File: src/rtl/symbol_draw_ctrl.sv
// symbol_draw_ctrl
//
// Purpose: sequences an animated 16x16 symbol on a 160x120 VGA frame.
// Each animation step goes through these phases:
//   1. Erase the box at the current origin (256-cycle sweep, colour 000).
//   2. Enable the external draw engine until it reports completion.
//   3. Hold for DELAY_CYCLES.
//   4. Move the origin by STEP pixels in the direction given by dir.
// The block returns to idle at the end of a hold when run has dropped.
//
// Parameters:
//   DELAY_CYCLES  hold time between steps in clk cycles (>= 1)
//   STEP          pixels moved per step (1..15)
//
// Configuration macro:
//   SYMBOL_CTRL_WRAP_EN  when defined, moves wrap around the legal origin
//                        range instead of clamping at its edges.
//
// Ports:
//   clk        system clock, rising edge
//   reset_n    asynchronous active-low reset
//   run        level request: 1 animate, 0 stop at the end of the hold
//   x_init     origin x loaded when leaving idle
//   y_init     origin y loaded when leaving idle
//   dir        move direction: 00 +x, 01 -x, 10 +y, 11 -y
//   draw_go    draw engine enable (engine clears its counter while low)
//   draw_next  engine completion pulse
//   base_x     current origin x
//   base_y     current origin y
//   plot       VGA write enable, one cycle behind the phase that produces it
//   erase_x    erase sweep pixel x
//   erase_y    erase sweep pixel y
//   erase_sel  pixel mux select: 1 erase pixel (colour 000), 0 engine pixel
//   busy       high whenever the controller is not idle
module symbol_draw_ctrl #(
  parameter int DELAY_CYCLES = 833333,
  parameter int STEP         = 1
) (
  input  logic       clk,
  input  logic       reset_n,
  input  logic       run,
  input  logic [7:0] x_init,
  input  logic [6:0] y_init,
  input  logic [1:0] dir,
  output logic       draw_go,
  input  logic       draw_next,
  output logic [7:0] base_x,
  output logic [6:0] base_y,
  output logic       plot,
  output logic [7:0] erase_x,
  output logic [6:0] erase_y,
  output logic       erase_sel,
  output logic       busy
);

  localparam logic [2:0] IDLE  = 3'd0;
  localparam logic [2:0] ERASE = 3'd1;
  localparam logic [2:0] DRAW  = 3'd2;
  localparam logic [2:0] WAIT  = 3'd3;
  localparam logic [2:0] MOVE  = 3'd4;

  localparam int              DW         = (DELAY_CYCLES > 1) ? $clog2(DELAY_CYCLES) : 1;
  localparam logic [DW-1:0]   DELAY_LAST = DW'(DELAY_CYCLES - 1);
  localparam logic signed [9:0] STEP_S   = 10'(STEP);
  localparam logic signed [9:0] X_MAX    = 10'sd144;
  localparam logic signed [9:0] Y_MAX    = 10'sd104;

  logic [2:0]    state_q, state_d;
  logic [7:0]    sweep_q, sweep_d;
  logic [DW-1:0] delay_q, delay_d;
  logic [7:0]    base_x_q, base_x_d;
  logic [6:0]    base_y_q, base_y_d;
  logic          plot_q;
  logic          erase_sel_q;
  logic [7:0]    erase_x_q;
  logic [6:0]    erase_y_q;

  // Origins widened to signed 10 bits so a step below zero stays visible
  // as a negative value instead of wrapping modulo 256/128.
  logic signed [9:0] xWide;
  logic signed [9:0] yWide;

  assign xWide = {2'b00, base_x_q};
  assign yWide = {3'b000, base_y_q};

  // Brings a stepped coordinate back into [0, maxV], either by clamping at
  // the edges or by wrapping across the range when wrap mode is built in.
  function automatic logic [7:0] fitCoord(input logic signed [9:0] v,
                                          input logic signed [9:0] maxV);
    logic signed [9:0] r;
    r = v;
`ifdef SYMBOL_CTRL_WRAP_EN
    if (v > maxV)
      r = v - maxV - 10'sd1;
    else if (v < 10'sd0)
      r = v + maxV + 10'sd1;
`else
    if (v > maxV)
      r = maxV;
    else if (v < 10'sd0)
      r = 10'sd0;
`endif
    return 8'(r);
  endfunction

  // Next-state logic for the animation sequence. The sweep counter wraps
  // back to zero by itself after the 256th erase cycle. The delay counter
  // is cleared as WAIT exits, so every hold starts from zero. run is
  // sampled only in IDLE and at the end of WAIT, so dropping it mid-step
  // never cuts an erase or a draw short.
  always_comb begin
    state_d  = state_q;
    sweep_d  = sweep_q;
    delay_d  = delay_q;
    base_x_d = base_x_q;
    base_y_d = base_y_q;
    case (state_q)
      IDLE: begin
        if (run) begin
          base_x_d = x_init;
          base_y_d = y_init;
          state_d  = ERASE;
        end
      end
      ERASE: begin
        sweep_d = sweep_q + 8'd1;
        if (sweep_q == 8'hFF)
          state_d = DRAW;
      end
      DRAW: begin
        if (draw_next)
          state_d = WAIT;
      end
      WAIT: begin
        if (delay_q == DELAY_LAST) begin
          delay_d = '0;
          state_d = run ? MOVE : IDLE;
        end else begin
          delay_d = delay_q + DW'(1);
        end
      end
      MOVE: begin
        case (dir)
          2'b00: base_x_d = fitCoord(xWide + STEP_S, X_MAX);
          2'b01: base_x_d = fitCoord(xWide - STEP_S, X_MAX);
          2'b10: base_y_d = 7'(fitCoord(yWide + STEP_S, Y_MAX));
          2'b11: base_y_d = 7'(fitCoord(yWide - STEP_S, Y_MAX));
        endcase
        state_d = ERASE;
      end
      default: state_d = IDLE;
    endcase
  end

  // State registers and the pixel-side pipeline stage. plot, erase_sel and
  // the erase coordinates are all registered together. This keeps the erase
  // pixel, the mux select and the write enable in step with the draw
  // engine's own one-cycle output register.
  always_ff @(posedge clk or negedge reset_n) begin
    if (!reset_n) begin
      state_q     <= IDLE;
      sweep_q     <= 8'd0;
      delay_q     <= '0;
      base_x_q    <= 8'd0;
      base_y_q    <= 7'd0;
      plot_q      <= 1'b0;
      erase_sel_q <= 1'b0;
      erase_x_q   <= 8'd0;
      erase_y_q   <= 7'd0;
    end else begin
      state_q     <= state_d;
      sweep_q     <= sweep_d;
      delay_q     <= delay_d;
      base_x_q    <= base_x_d;
      base_y_q    <= base_y_d;
      plot_q      <= (state_q == ERASE) || (state_q == DRAW);
      erase_sel_q <= (state_q == ERASE);
      erase_x_q   <= base_x_q + {4'b0000, sweep_q[3:0]};
      erase_y_q   <= base_y_q + {3'b000, sweep_q[7:4]};
    end
  end

  // draw_go is decoded straight from the state register, so an asynchronous
  // reset drops it, and with it the engine counter, immediately.
  assign draw_go   = (state_q == DRAW);
  assign busy      = (state_q != IDLE);
  assign base_x    = base_x_q;
  assign base_y    = base_y_q;
  assign plot      = plot_q;
  assign erase_sel = erase_sel_q;
  assign erase_x   = erase_x_q;
  assign erase_y   = erase_y_q;

endmodule

File: config.mk
export PLATFORM = sky130hd
export DESIGN_NAME = symbol_draw_ctrl
export DESIGN_NICKNAME = d
export VERILOG_FILES = /design/src/rtl/symbol_draw_ctrl.sv
export SDC_FILE = /design/constraint.sdc
export NUM_CORES = 1
export LEC_CHECK = 0
export ABC_CLOCK_PERIOD_IN_PS = 6160
export BUFFER_PORTS_ARGS = -buffer_cell sky130_fd_sc_hd__buf_2
export CAP_MARGIN = 5
export CORE_ASPECT_RATIO = 1.5
export CORE_MARGIN = 8
export CORE_UTILIZATION = 63
export CTS_CLUSTER_SIZE = 25
export DETAILED_ROUTE_END_ITERATION = 8
export HOLD_SLACK_MARGIN = 0.03
export PLACE_DENSITY = 0.95
export SLEW_MARGIN = 20
export SYNTH_ARGS = -nofsm -noshare
export SYNTH_HDL_FRONTEND = slang
export SYNTH_SLANG_ARGS = --single-unit
File: constraint.sdc
create_clock -name clk -period 6.16 [get_ports clk]
set_input_delay 1.232 -clock clk [delete_from_list [all_inputs] [get_ports clk]]
set_output_delay 1.232 -clock clk [all_outputs]
set_load 0.05 [all_outputs]
Word-level counts from Yosys, hierarchy flattened
Cells that the tools add are included.
{ "word_totals": {"reg_bits": 63, "input_bits": 21, "out_inout_bits": 34, "elab_cells": 69} }
{ "op_classes": {"add_sub_neg": 8, "n_lt_le_gt_ge": 8, "n_eq_ne": 15, "n_mux": 21, "reduce_logical": 8} }
{ "ops": {"columns": ["op", "count"], "rows": [
  ["$mux W8", 5],
  ["$mux W7", 5],
  ["$pmux W8 S2", 2],
  ["$pmux W7 S2", 2],
  ["$add A20 B1 Y20 const B", 1],
  ["$eq A20 B20 Y1 const B", 1],
  ["$mux W20", 1],
  ["$lt A9 B1 Y1 const B", 2],
  ["$lt A8 B1 Y1 const B", 2],
  ["$mux W3", 5],
  ["$pmux W3 S5", 1],
  ["$add A8 B1 Y9 const B", 1],
  ["$gt A9 B8 Y1 const B", 1],
  ["$gt A9 B9 Y1 const B", 1],
  ["$sub A8 B1 Y9 const B", 1],
  ["$add A7 B1 Y8 const B", 1],
  ["$add A8 B1 Y8 const B", 1],
  ["$add A8 B4 Y8", 1],
  ["$eq A8 B8 Y1 const B", 1],
  ["$gt A8 B7 Y1 const B", 1],
  ["$gt A8 B8 Y1 const B", 1],
  ["$sub A7 B1 Y8 const B", 1],
  ["$add A7 B4 Y7", 1],
  ["$eq A3 B2 Y1 const B", 2],
  ["15 further kinds", 19]
]} }

Depth between registers and ports, before layout
{ "depth": {"depth_word": 6, "depth_mapped": 10, "mapped_depth_nobuf": 8} }

Worst setup path before layout
Ideal clock, no wire load.
{ "synth_path": {"path_kind": "flip-flop to output port", "start": "register state_q[1]", "end": "output draw_go", "arrival_ns": 1.827, "path_slack_ns": 3.101, "stages_incl_launch_ff": 3, "path_buffers": 1, "cell_sequence": "dfrtp_1 > clkbuf_1 > nor3b_1"} }
{ "synth_between": {"elab_chain_len": 1} }
{ "synth_rtl": {"columns": ["element", "line_no", "source"], "rows": [
  ["start: declaration", "68", "logic [2:0] state_q, state_d;"],
  ["start signal: assignment", "171", "state_q <= state_d;"],
  ["$eq A3 B2 Y1", "185", "assign draw_go = (state_q == DRAW);"],
  ["end: declaration", "45", "output logic draw_go,"]
]} }
Every way passes these cells.

Final worst setup path
{ "layout_path": {"start": "register base_x_q[1] (netlist: base_x[1])", "end": "register base_x_q[2] (netlist: base_x[2])"} }
{ "layout_between": {"elab_chain_len": 6} }
{ "layout_rtl": {"columns": ["element", "line_no", "source"], "rows": [
  ["start: declaration", "71", "logic [7:0] base_x_q, base_x_d;"],
  ["start signal: assignment", "174", "base_x_q <= base_x_d;"],
  ["$sub A8 B1 Y9 / $add A8 B1 Y9 (equally long branches)", "145, 144", null],
  ["$lt A9 B1 Y1", "100", "else if (v < 10'sd0)"],
  ["$mux W8", "100", null],
  ["$mux W8", "98", "if (v > maxV)"],
  ["$pmux W8 S2 (*)", "143", "case (dir)"],
  ["$pmux W8 S2 (*)", "117", "case (state_q)"]
]} }
Every way passes the cells marked *; elsewhere a longest branch is shown, timed or not.
A chain may end at the register's enable or synchronous reset.

==> impl_metrics.csv <==
group,metric,value,unit
yosys,yosys.area.top_type,"dfrtp_1",
drt,drc,0,
yosys,muxShareOfSynthArea,1.39,%
placement,pre_cts_slack,3260,ps
sta,finalHoldViolCount,0,
setup_path,rrSetupSlack,3250,ps
sta,max_freq,344,MHz
yosys,synth_commonest_cells,"63 x dfrtp_1, 41 x nand2_1, 34 x o21ai_0, 29 x xnor2_1, 28 x nand3_1",
yosys,synthArstFlopShare,100,%
sta,fin_skew,15.4,ps
clocking,insertion_delay,350,ps
placement,port_buffers,54,
floorplanning,io_pins,55,
clocking,cts_resized,0,
clocking,cts_max_level,3,
sta,worst_slack,3250,ps
drt,ant_nets,0,
drt,wl_per_cell,19.5,um
clocking,clockRootBuffer,"clkbuf_8",
run_status,status,"complete, no violations",
yosys,synth_xor_area_share,7.12,%
sta,setup_viol,0,
floorplanning,core,6760,um^2
yosys,netlist_area,4310,um^2
sta,hold_slack,476,ps
setup_path,path_class,"reg2reg",
pwr,p_total,2.15,mW
setup_path,rr_endpoint,"base_x[2]$_DFFE_PN0P_",
placement,hpwl,8600,um
yosys,yosys_warnings,0,
placement,gp_congestion,0.930,
global_route,grtUsageTotal,24.7,%
setup_path,cp-start-kind,"flip-flop",
clocking,post_cts_buffers,0,
sta,finalCritPeriodShare,47.2,%
yosys,yosys.area_share.adder,6.45,%
floorplanning,die_h,117,um
clocking,cts_hold_buffers,0,
global_route,grt_max_degree,64,
yosys,ys_types,69,
worst_hold_path,hp-class,"reg2reg",
global_route,grt_pass1_vias,4035,
setup_path,crit_required,6380,ps
setup_path,r2r_cells,8,
sta,relSlewSlack,41.8,%
floorplanning,initial_core_util,63.7,%
sta,tightest_slew,870,ps
setup_path,cp-startpoint,"base_x[1]$_DFFE_PN0P_",
global_route,antenna_found_initial,0,
cells_and_area,area_growth,11.5,%
sta,slew_violations,0,
setup_path,endpoint,"base_x[2]$_DFFE_PN0P_",
yosys,avgSynthCellArea,8.76,um^2
pwr,peakVddDrop,0.276,mV
yosys,synth_area_leaders,"dfrtp_1 37%, xnor2_1 5.9%, ha_1 5.5%",
drt,route.vias.total,4064,
yosys,ys_seq_elements,63,
floorplanning,die-area,9790,um^2
cells_and_area,diodes,0,
yosys,synth_edf_count,0,
sta,layout_min_cycle_time,2910,ps
drt,drt_iter0_markers,393,
placement,place_area,4560,um^2
clocking,clk_path_buf_depth,2,
sta,rsz0062_at_grt,"no",
pwr,p_leak,2.00,nW
clocking,clock_sinks,63,
yosys,ys_seq_area_share,36.6,%
cells_and_area,final_layout_size_suffix_gt1_share,15.3,%
setup_path,arrival,3130,ps
yosys,ys.flop_type,"dfrtp_1",
sta,setup_tns,0,ps
floorplanning,rows,37,
cells_and_area,fillCellCount,511,
clocking,cts_made_buffers,9,
drt,vias_per_cell,6.63,
global_route,grt_first_pass_wirelength,19500,um
setup_path,r2r_start,"base_x[1]$_DFFE_PN0P_",
global_route,overflow,0,
yosys,synth_top_family_by_area,"simple AND/OR/NAND/NOR gates",
clocking,path_clk_slew,80,ps
floorplanning,fp.dieW,83.5,um
yosys,synth_top_area_share,36.6,%
setup_path,worstPathMaxFanout,15,
job,maxCapViolations,0,
drt,wl,12000,um
yosys,synth.most_common_cell,"dfrtp_1",
pwr,power_density,448,nW/um^2
yosys,synthSimpleGateAreaFrac,23.9,%
clocking,cts_tree,"done",
cells_and_area,fin_area,4800,um^2
cells_and_area,nets,572,
setup_path,worst_setup_path_end_kind,"flip-flop",
yosys,synth_cells,492,
drt,drt-pass1-iter-count,5,
yosys,synth_compound_gate_area_share,19.7,%
yosys,syn-num-nets,534,
[per-stage QoR]
step / cells / utilization (%)
after CTS: 613 / 71.1
final: 613 / 71.1
after global routing: 613 / 71.1
after detailed placement: 597 / 67.5
after floorplan: 492 / -
after global placement: 597 / 67.5
[final cells by class]
class	count	area, um^2	area share (%)
flip-flops and latches	63	1580	32.8
clock buffers	9	124	2.58
multi-input cells	379	2520	52.5
repair buffers	56	285	5.94
clock inverters	7	120	2.50
well taps	78	97.6	2.03
inverters	21	78.8	1.64
[placed cells by master (no fill, tap or decap), types with 4 or more instances in the layout]
cell type and instances:
buf_2 54, o221ai_1 4, nor3b_1 4, a311oi_1 4, a21o_1 8, xor2_1 6
dfrtp_1 63, and3_1 11, or3_1 6, ha_1 19, nor2_1 21, nand2_1 41
o21ai_0 34, nand3_1 28, o31ai_1 8, o21ai_1 7, nand2b_1 7, and2_1 7
a31oi_1 11, or2_2 4, a21oi_1 24, nor3_1 12, nor2b_1 7, clkbuf_8 9
nand4_1 9, xnor2_1 29, inv_1 21, nor4_1 6, mux2i_1 6
[layer usage]
metal	vias up	part of all wire, %	GRT usage (%)
met3	36	5.3	4.22
met1	1971	38	26.5
met2	182	53	44.9
li1	1875	-	-
met5	-	0	0
met4	0	4.0	14.7
[worst min-delay path by stage]
stage	startpoint	end	slack (ps)	cells after the start
after global routing	delay_q[15]$_DFFE_PN0P_	delay_q[15]$_DFFE_PN0P_	490	1
after floorplan	delay_q[15]$_DFFE_PN0P_	delay_q[15]$_DFFE_PN0P_	440	1
after global placement	delay_q[15]$_DFFE_PN0P_	delay_q[15]$_DFFE_PN0P_	470	1
after detailed placement	delay_q[15]$_DFFE_PN0P_	delay_q[15]$_DFFE_PN0P_	470	1
final	delay_q[15]$_DFFE_PN0P_	delay_q[15]$_DFFE_PN0P_	480	1
after CTS	delay_q[15]$_DFFE_PN0P_	delay_q[15]$_DFFE_PN0P_	480	1
[critical path, cell delays in order, from the launching register on]
cell and delay, ps:
dfrtp_1 540, inv_1 220, ha_1 320, or3b_1 470, or3_1 350, a221oi_2 280, a211oi_2 180, a221oi_1 320
nor4_1 90
[state kept, by name, summed over array words and instances, names as in the netlist]
| name | cells |
|---|---|
| erase_y | 7 |
| delay_q | 20 |
| erase_sel | 1 |
| plot | 1 |
| state_q | 3 |
| erase_x | 8 |
| sweep_q | 8 |
| base_x | 8 |
| base_y | 7 |
[cell families (layout without fill, tap and decap cells)]
logic type                 Yosys count  after routing
AOI/OAI and AO/OA                  130            130
xor gates and xnor gates            35             35
adders and majority gates           21             21
buffers and inverters               50             93
DFF                                 63             63
muxes                                6              6
and+or+nand+nor                    187            187
[report_power, final]
| group | internal, mW | switching, mW | total, mW |
|---|---|---|---|
| Combinational | 0.329 | 0.662 | 0.991 |
| Sequential | 0.521 | 0.193 | 0.714 |
| Clock | 0.270 | 0.179 | 0.449 |
| Total | 1.12 | 1.03 | 2.15 |
(Power assumes the default switching activity.)
